## config.mk

```make
export PLATFORM = sky130hd
export DESIGN_NAME = display_compositor
export DESIGN_NICKNAME = d
export VERILOG_FILES = /design/src/rtl/display_compositor_pkg.sv /design/src/rtl/display_compositor_rgb_scale.sv /design/src/rtl/display_compositor.sv
export SDC_FILE = /design/constraint.sdc
export NUM_CORES = 1
export LEC_CHECK = 0
export ABC_AREA = 1
export CAP_MARGIN = 20
export CORE_MARGIN = 4
export CORE_UTILIZATION = 60
export DETAILED_ROUTE_END_ITERATION = 16
export PLACE_DENSITY_LB_ADDON = 0.15
export SKIP_LAST_GASP = 1
export SLEW_MARGIN = 0
export SYNTH_ARGS = -nofsm -noshare
export SYNTH_HDL_FRONTEND = slang
export SYNTH_HIERARCHICAL = 1
export SYNTH_SLANG_ARGS = --single-unit
```

## constraint.sdc

```tcl
create_clock -name clk -period 5.2 [get_ports clk]
set_input_delay 1.3 -clock clk [delete_from_list [all_inputs] [get_ports clk]]
set_output_delay 1.3 -clock clk [all_outputs]
set_load 0.005 [all_outputs]
```

## src/rtl/display_compositor_pkg.sv

```systemverilog
// Shared constants and helpers for the display compositor: FSM encodings, brightness range,
// screen codes and the per-channel brightness scale.
package display_compositor_pkg;

  localparam int unsigned LVL_W = 5;
  localparam logic [LVL_W-1:0] LVL_MAX = 5'd16;

  localparam logic [1:0] CMP_SHOW     = 2'd0;
  localparam logic [1:0] CMP_FADE_OUT = 2'd1;
  localparam logic [1:0] CMP_FADE_IN  = 2'd2;

  // Same codes as the game FSM's START/PLAYING states, so req_sel can be driven from it.
  localparam int unsigned SCR_START   = 0;
  localparam int unsigned SCR_PLAYING = 1;

  typedef struct packed {
    logic [3:0] r;
    logic [3:0] g;
    logic [3:0] b;
  } rgb_t;

  function automatic logic [3:0] scale_chan(input logic [3:0] c, input logic [LVL_W-1:0] lvl);
    logic [8:0] prod;
    prod = {5'b0, c} * {4'b0, lvl};
    return 4'(prod >> 4);
  endfunction

endpackage

```

## src/rtl/display_compositor_rgb_scale.sv

```systemverilog
// Combinational brightness scaler: each 4-bit channel becomes (c * lvl) >> 4.
module display_compositor_rgb_scale
  import display_compositor_pkg::*;
(
  input  logic [11:0]      pix,
  input  logic [LVL_W-1:0] lvl,
  output logic [11:0]      scaled
);

  rgb_t pix_s;

  assign pix_s  = pix;
  assign scaled = {scale_chan(pix_s.r, lvl), scale_chan(pix_s.g, lvl), scale_chan(pix_s.b, lvl)};

endmodule

```

## src/rtl/display_compositor.sv

```systemverilog
// Screen compositor: frame-synchronous source switching with optional fade through black,
// and a two-strobe registered pixel path with matching sync delay.
module display_compositor
  import display_compositor_pkg::*;
#(
  parameter int unsigned N_SRC           = 2,
  parameter int unsigned SEL_W           = 2,
  parameter int unsigned RESET_SEL       = SCR_START,
  parameter bit          FADE_EN         = 1'b1,
  parameter int unsigned FRAMES_PER_STEP = 2,
  parameter bit          SYNC_IDLE       = 1'b1
) (
  input  logic               clk,
  input  logic               rst,
  input  logic               pix_en,
  input  logic               frame_start,
  input  logic               valid,
  input  logic               hsync_in,
  input  logic               vsync_in,
  input  logic [SEL_W-1:0]   req_sel,
  input  logic [N_SRC*12-1:0] src_rgb,
  output logic [3:0]         vgaRed,
  output logic [3:0]         vgaGreen,
  output logic [3:0]         vgaBlue,
  output logic               hsync_out,
  output logic               vsync_out,
  output logic [SEL_W-1:0]   cur_sel,
  output logic               busy
);

  localparam int unsigned N_SEL = 1 << SEL_W;
  localparam int unsigned CNT_W = (FRAMES_PER_STEP > 1) ? $clog2(FRAMES_PER_STEP) : 1;
  localparam logic [SEL_W-1:0] RST_SEL  = SEL_W'(RESET_SEL);
  localparam logic [SEL_W:0]   N_SRC_W  = (SEL_W + 1)'(N_SRC);
  localparam logic [CNT_W-1:0] CNT_LAST = CNT_W'(FRAMES_PER_STEP - 1);

  logic [1:0]       state_q, state_d;
  logic [LVL_W-1:0] lvl_q, lvl_d;
  logic [SEL_W-1:0] cur_q, cur_d;
  logic [SEL_W-1:0] tgt_q, tgt_d;
  logic [CNT_W-1:0] cnt_q, cnt_d;
  logic             cnt_wrap;

  // Sources padded to a power of two so cur_q indexes without a width mismatch.
  logic [11:0] src_arr [N_SEL];

  for (genvar i = 0; i < N_SEL; i++) begin : g_src
    if (i < N_SRC) begin : g_used
      assign src_arr[i] = src_rgb[12*i +: 12];
    end else begin : g_pad
      assign src_arr[i] = '0;
    end
  end

  assign cnt_wrap = (cnt_q == CNT_LAST);

  always_comb begin
    state_d = state_q;
    lvl_d   = lvl_q;
    cur_d   = cur_q;
    cnt_d   = cnt_q;
    tgt_d   = ({1'b0, req_sel} < N_SRC_W) ? req_sel : tgt_q;
    if (frame_start) begin
      case (state_q)
        CMP_SHOW: begin
          if (tgt_q != cur_q) begin
            if (FADE_EN) begin
              state_d = CMP_FADE_OUT;
              cnt_d   = '0;
            end else begin
              cur_d = tgt_q;
            end
          end
        end
        CMP_FADE_OUT: begin
          if (tgt_q == cur_q) begin
            state_d = (lvl_q == LVL_MAX) ? CMP_SHOW : CMP_FADE_IN;
            cnt_d   = '0;
          end else if (cnt_wrap) begin
            cnt_d = '0;
            // lvl may already be 0 if a fade-in was reversed right after a switch.
            if (lvl_q <= 5'd1) begin
              lvl_d   = '0;
              cur_d   = tgt_q;
              state_d = CMP_FADE_IN;
            end else begin
              lvl_d = lvl_q - 5'd1;
            end
          end else begin
            cnt_d = cnt_q + CNT_W'(1);
          end
        end
        CMP_FADE_IN: begin
          if (tgt_q != cur_q) begin
            state_d = CMP_FADE_OUT;
            cnt_d   = '0;
          end else if (cnt_wrap) begin
            cnt_d = '0;
            lvl_d = lvl_q + 5'd1;
            if (lvl_q >= LVL_MAX - 5'd1) begin
              lvl_d   = LVL_MAX;
              state_d = CMP_SHOW;
            end
          end else begin
            cnt_d = cnt_q + CNT_W'(1);
          end
        end
        default: begin
          state_d = CMP_SHOW;
          lvl_d   = LVL_MAX;
          cnt_d   = '0;
        end
      endcase
    end
  end

  always_ff @(posedge clk or posedge rst) begin
    if (rst) begin
      state_q <= CMP_SHOW;
      lvl_q   <= LVL_MAX;
      cur_q   <= RST_SEL;
      tgt_q   <= RST_SEL;
      cnt_q   <= '0;
    end else begin
      state_q <= state_d;
      lvl_q   <= lvl_d;
      cur_q   <= cur_d;
      tgt_q   <= tgt_d;
      cnt_q   <= cnt_d;
    end
  end

  logic [11:0] s1_rgb;
  logic        s1_valid, s1_hs, s1_vs;
  logic [11:0] s2_rgb;
  logic        s2_hs, s2_vs;
  logic [11:0] scaled;

  display_compositor_rgb_scale u_rgb_scale (
    .pix    (s1_rgb),
    .lvl    (lvl_q),
    .scaled (scaled)
  );

  always_ff @(posedge clk or posedge rst) begin
    if (rst) begin
      s1_rgb   <= '0;
      s1_valid <= 1'b0;
      s1_hs    <= SYNC_IDLE;
      s1_vs    <= SYNC_IDLE;
      s2_rgb   <= '0;
      s2_hs    <= SYNC_IDLE;
      s2_vs    <= SYNC_IDLE;
    end else if (pix_en) begin
      s1_rgb   <= src_arr[cur_q];
      s1_valid <= valid;
      s1_hs    <= hsync_in;
      s1_vs    <= vsync_in;
      s2_rgb   <= s1_valid ? scaled : 12'h000;
      s2_hs    <= s1_hs;
      s2_vs    <= s1_vs;
    end
  end

  assign vgaRed    = s2_rgb[11:8];
  assign vgaGreen  = s2_rgb[7:4];
  assign vgaBlue   = s2_rgb[3:0];
  assign hsync_out = s2_hs;
  assign vsync_out = s2_vs;
  assign cur_sel   = cur_q;
  assign busy      = (state_q != CMP_SHOW) || (tgt_q != cur_q);

endmodule
```

==> impl_table.tex <==
\begin{tabular}{lr}
\hline
Metric & Value \\
\hline
\multicolumn{2}{l}{\textbf{Status}} \\
Status & complete, no violations \\
\multicolumn{2}{l}{\textbf{STA}} \\
Max Slew Vio Count & 0 \\
Post-route clock skew & 0.004117 ns \\
Shortest period the worst path allows & 3.390 ns \\
Maximum clock frequency & 295.0 MHz \\
Worst slew slack as a fraction of its limit & 59.44\% \\
Final Hold Slack & between 0.4 and 0.5 ns \\
Setup TNS Final & 0 ns \\
Slew at the pin with the worst max-slew slack & 0.6084 ns \\
RSZ-0062 raised after global routing & false \\
Share of the clock period used by the worst path after layout & 65.19\% \\
\# setup viols final & 0 \\
Number of hold violations in the final report & 0 \\
\multicolumn{2}{l}{\textbf{Synth}} \\
Syn\_area\_per\_cell & approximately 7.3 um2 \\
Number of warnings printed during yosys synthesis & 6 \\
Top area cells in the synthesized netlist & sky130\_fd\_sc\_hd\_\_dfrtp\_1 23\%, sky130\_fd\_sc\_hd\_\_nand2\_1 13\%, sky130\_fd\_sc\_hd\_\_ha\_1 12\% \\
Number of nets produced by synthesis & 617 \\
Post-synth top area cell & sky130\_fd\_sc\_hd\_\_dfrtp\_1 \\
Area fraction of the dominant cell type after synthesis & 23.18\% \\
Post-Syn Area & 3886 um2 \\
Synthesis-stage register bit count & 41 \\
Post-Synthesis Cells & 533 \\
Sequential cell area fraction in the yosys report & 26.56\% \\
Yosys cell types & 34 \\
\multicolumn{2}{l}{\textbf{Cells and area}} \\
Layout Area Growth over Synthesis & 17.77\% \\
Layout Utilization & between 70 and 80\% \\
Most used cells in the layout excluding fill and tap cells & 133 x sky130\_fd\_sc\_hd\_\_nand2\_1, 111 x sky130\_fd\_sc\_hd\_\_inv\_1, 49 x sky130\_fd\_sc\_hd\_\_clkdlybuf4s50\_1, 39 x sky130\_fd\_sc\_hd\_\_nor2\_1, 37 x sky130\_fd\_sc\_hd\_\_nand3\_1 \\
Multi-input combinational cell area & 2342 um2 \\
Area of all sequential standard cells & 1032 um2 \\
Number of filler cells placed in the layout & 518 \\
\# nets final & 660 \\
Most common cell after layout, fill and taps aside & sky130\_fd\_sc\_hd\_\_nand2\_1 \\
Share of layout cells above drive strength 1 & 9.185\% \\
Ant diodes & 0 \\
\multicolumn{2}{l}{\textbf{Global route}} \\
Antenna violations before repair & 0 \\
Total global routing overflow & 0 \\
Maximum number of pins on one net before global-route repair & 46 \\
Total track usage & between 20\% and 30\% \\
Via count of the first global-routing pass & 3454 \\
Wire length of the first global-routing pass & 14790 um \\
\multicolumn{2}{l}{\textbf{Clocking}} \\
CTS Root Cell & sky130\_fd\_sc\_hd\_\_clkbuf\_8 \\
Number of clock buffers inserted by TritonCTS & 5 \\
Post CTS Setup Buffer Count & 0 \\
Post-CTS sizing & 0 \\
Clock-pin slew reported for the worst setup and hold paths after clock tree synthesis & about 0.09 ns \\
Clock latency of the later-clocked register in the worst-skew pair & 0.30 ns \\
Total number of H-tree levels & 2 \\
CTS sink cnt & 41 \\
Maximum number of buffers from clock root to sink & 2 \\
CTS tree & built \\
CTS Hold Bufs & 0 \\
\multicolumn{2}{l}{\textbf{Worst setup path}} \\
Required time worst endpoint & about 4 ns \\
Depth of the most critical reg-to-reg path & 14 \\
Slack of the worst reg-to-reg path & 2.03 ns \\
Data arrival, critical path & 2.09 ns \\
Worst-path fanout max & 15 \\
Startpoint type of the worst setup path & flop \\
R2r startpoint & lvl\_q[1]\$\_DFFE\_PP0P\_ \\
Worst Setup Path Type & flop to primary output \\
Terminus of the critical flop-to-flop path & s2\_rgb[7]\$\_DFFE\_PP0P\_ \\
Worst Setup End Kind & primary output \\
\multicolumn{2}{l}{\textbf{Die}} \\
Chip height & 88.48 um \\
Count of pins on the block boundary & 50 \\
Die Area & 7829 um2 \\
Number of cell rows & 29 \\
Horizontal die dimension & 88.48 um \\
Starting Density & 61.55\% \\
Core Footprint & 6314 um2 \\
\multicolumn{2}{l}{\textbf{Routing}} \\
M1 wire length & 3691 um \\
Number of remaining DRC errors & 0 \\
Total vias in the final route & 3428 \\
Routed wl met2 & around 4600 um \\
Total met3 wirelength after detailed routing & 301 um \\
Wirelength, routed & $\sim$8700 um \\
Iteration-0 DRC count of the detailed router & 173 \\
Detailed-route vias per instance & 5.242 \\
Iteration count of the initial detailed-routing pass & 4 \\
Top Metal Used & met4 \\
Count of nets left with antenna violations after detail routing & 0 \\
Drt wl/cell & roughly 13 um \\
\multicolumn{2}{l}{\textbf{Placement}} \\
Detailed-placement wirelength estimate & 6615 um \\
Port-buffer cells & 49 \\
Global placement routability congestion & 0.8839 \\
\multicolumn{2}{l}{\textbf{Worst hold path}} \\
Start point of the worst hold path & s1\_vs\$\_DFFE\_PP1P\_ \\
Hold path endpoint & vsync\_out\$\_DFFE\_PP1P\_ \\
Hold-critical path depth & 2 \\
Worst min-delay path class & flop to flop \\
\multicolumn{2}{l}{\textbf{Power}} \\
Total Power & 1.743 mW \\
Maximum vdd drop & 303.8 uV \\
Areal power density over the cells & roughly 380 nW/um2 \\
Leak pwr & 2.613 nW \\
\multicolumn{2}{l}{\textbf{Run}} \\
Max capacitance violation total & 0 \\
\hline
\end{tabular}
-- layer usage --
metal	up-vias	GRT usage, %
li1	1723	-
met1	1603	28.24
met2	86	44.19
met3	16	2.886
met4	0	7.967
met5	-	0
-- cells in the mapped netlist --
library cell and n:
sky130_fd_sc_hd__a21oi_1 13, sky130_fd_sc_hd__a21oi_2 1, sky130_fd_sc_hd__buf_1 4, sky130_fd_sc_hd__buf_2 4, sky130_fd_sc_hd__buf_4 1, sky130_fd_sc_hd__buf_6 1
sky130_fd_sc_hd__clkbuf_1 6, sky130_fd_sc_hd__dfrtp_1 36, sky130_fd_sc_hd__dfstp_2 5, sky130_fd_sc_hd__fa_1 15, sky130_fd_sc_hd__ha_1 36, sky130_fd_sc_hd__inv_1 111
sky130_fd_sc_hd__inv_2 5, sky130_fd_sc_hd__mux2_2 1, sky130_fd_sc_hd__nand2_1 133, sky130_fd_sc_hd__nand2_2 9, sky130_fd_sc_hd__nand2_4 6, sky130_fd_sc_hd__nand2_8 1
sky130_fd_sc_hd__nand3_1 37, sky130_fd_sc_hd__nand3_2 5, sky130_fd_sc_hd__nand3b_1 2, sky130_fd_sc_hd__nand4_1 5, sky130_fd_sc_hd__nor2_1 39, sky130_fd_sc_hd__nor2_2 3
sky130_fd_sc_hd__nor2_4 4, sky130_fd_sc_hd__nor3_4 1, sky130_fd_sc_hd__o21a_1 3, sky130_fd_sc_hd__o21ai_0 17, sky130_fd_sc_hd__o21ai_1 3, sky130_fd_sc_hd__o21ai_4 1
sky130_fd_sc_hd__o32ai_1 12, sky130_fd_sc_hd__or2_1 1, sky130_fd_sc_hd__xnor2_1 3, sky130_fd_sc_hd__xor2_1 9
-- how the worst max path moves through the flow --
stage,from,to,slack (ns),cells after the start
after CTS,cur_sel[0]$_DFFE_PP0P_,busy,1.79,5
after global placement,cur_sel[0]$_DFFE_PP0P_,busy,2.13,5
after global routing,cur_sel[0]$_DFFE_PP0P_,busy,1.70,5
final,cur_sel[0]$_DFFE_PP0P_,busy,1.81,5
after floorplan,lvl_q[1]$_DFFE_PP0P_,s2_rgb[11]$_DFFE_PP0P_,2.35,15
after detailed placement,lvl_q[1]$_DFFE_PP0P_,s2_rgb[7]$_DFFE_PP0P_,2.09,14
-- cells by family after synthesis --
family          after synthesis  share of synthesized area (%)
compound gates               50                          8.178
xor+xnor                     12                          2.705
flops                        41                          26.56
mux                           1                         0.2897
buf+inv                     132                          13.17
fa+ha+maj                    51                          19.32
simple gates                246                          29.78
-- critical path: stages, from the launching register on --
cell and delay [ns]:
sky130_fd_sc_hd__dfrtp_1 0.70, sky130_fd_sc_hd__inv_2 0.25, sky130_fd_sc_hd__nand2_2 0.15, sky130_fd_sc_hd__nand2_4 0.09, sky130_fd_sc_hd__nand3_2 0.10, sky130_fd_sc_hd__clkdlybuf4s50_1 0.50
-- metrics by stage --
step           worst slack, ns  std cells  instance area [um2]
2_1_floorplan            2.351        533                 3886
3_3_place_gp             2.127        645                 4412
3_5_place_dp             2.088        645                 4412
4_1_cts                  1.794        653                 4549
5_1_grt                  1.698        654                 4577
6_report                 1.810        654                 4577
-- flip-flops by register name, indices dropped and copies added (netlist names), 2 cells and up --
name / count
s2_rgb: 12
cur_sel: 2
lvl_q: 5
tgt_q: 2
s1_rgb: 12
state_q: 2
-- report_power, final --
part / switching, mW / internal [mW] / total (mW)
Combinational: 0.488 / 0.337 / 0.826
Clock: 0.125 / 0.193 / 0.319
Sequential: 0.191 / 0.408 / 0.598
-- layout make-up --
cell class,instances,share of cell area [%]
clock buffer,5,1.504
clock inverter,3,1.504
tap,77,2.105
inverter,116,9.513
multi-input combinational,360,51.18
sequential,41,22.55
timing repair buffer,52,11.65
No activity file was read; power rests on OpenSTA's default activity.
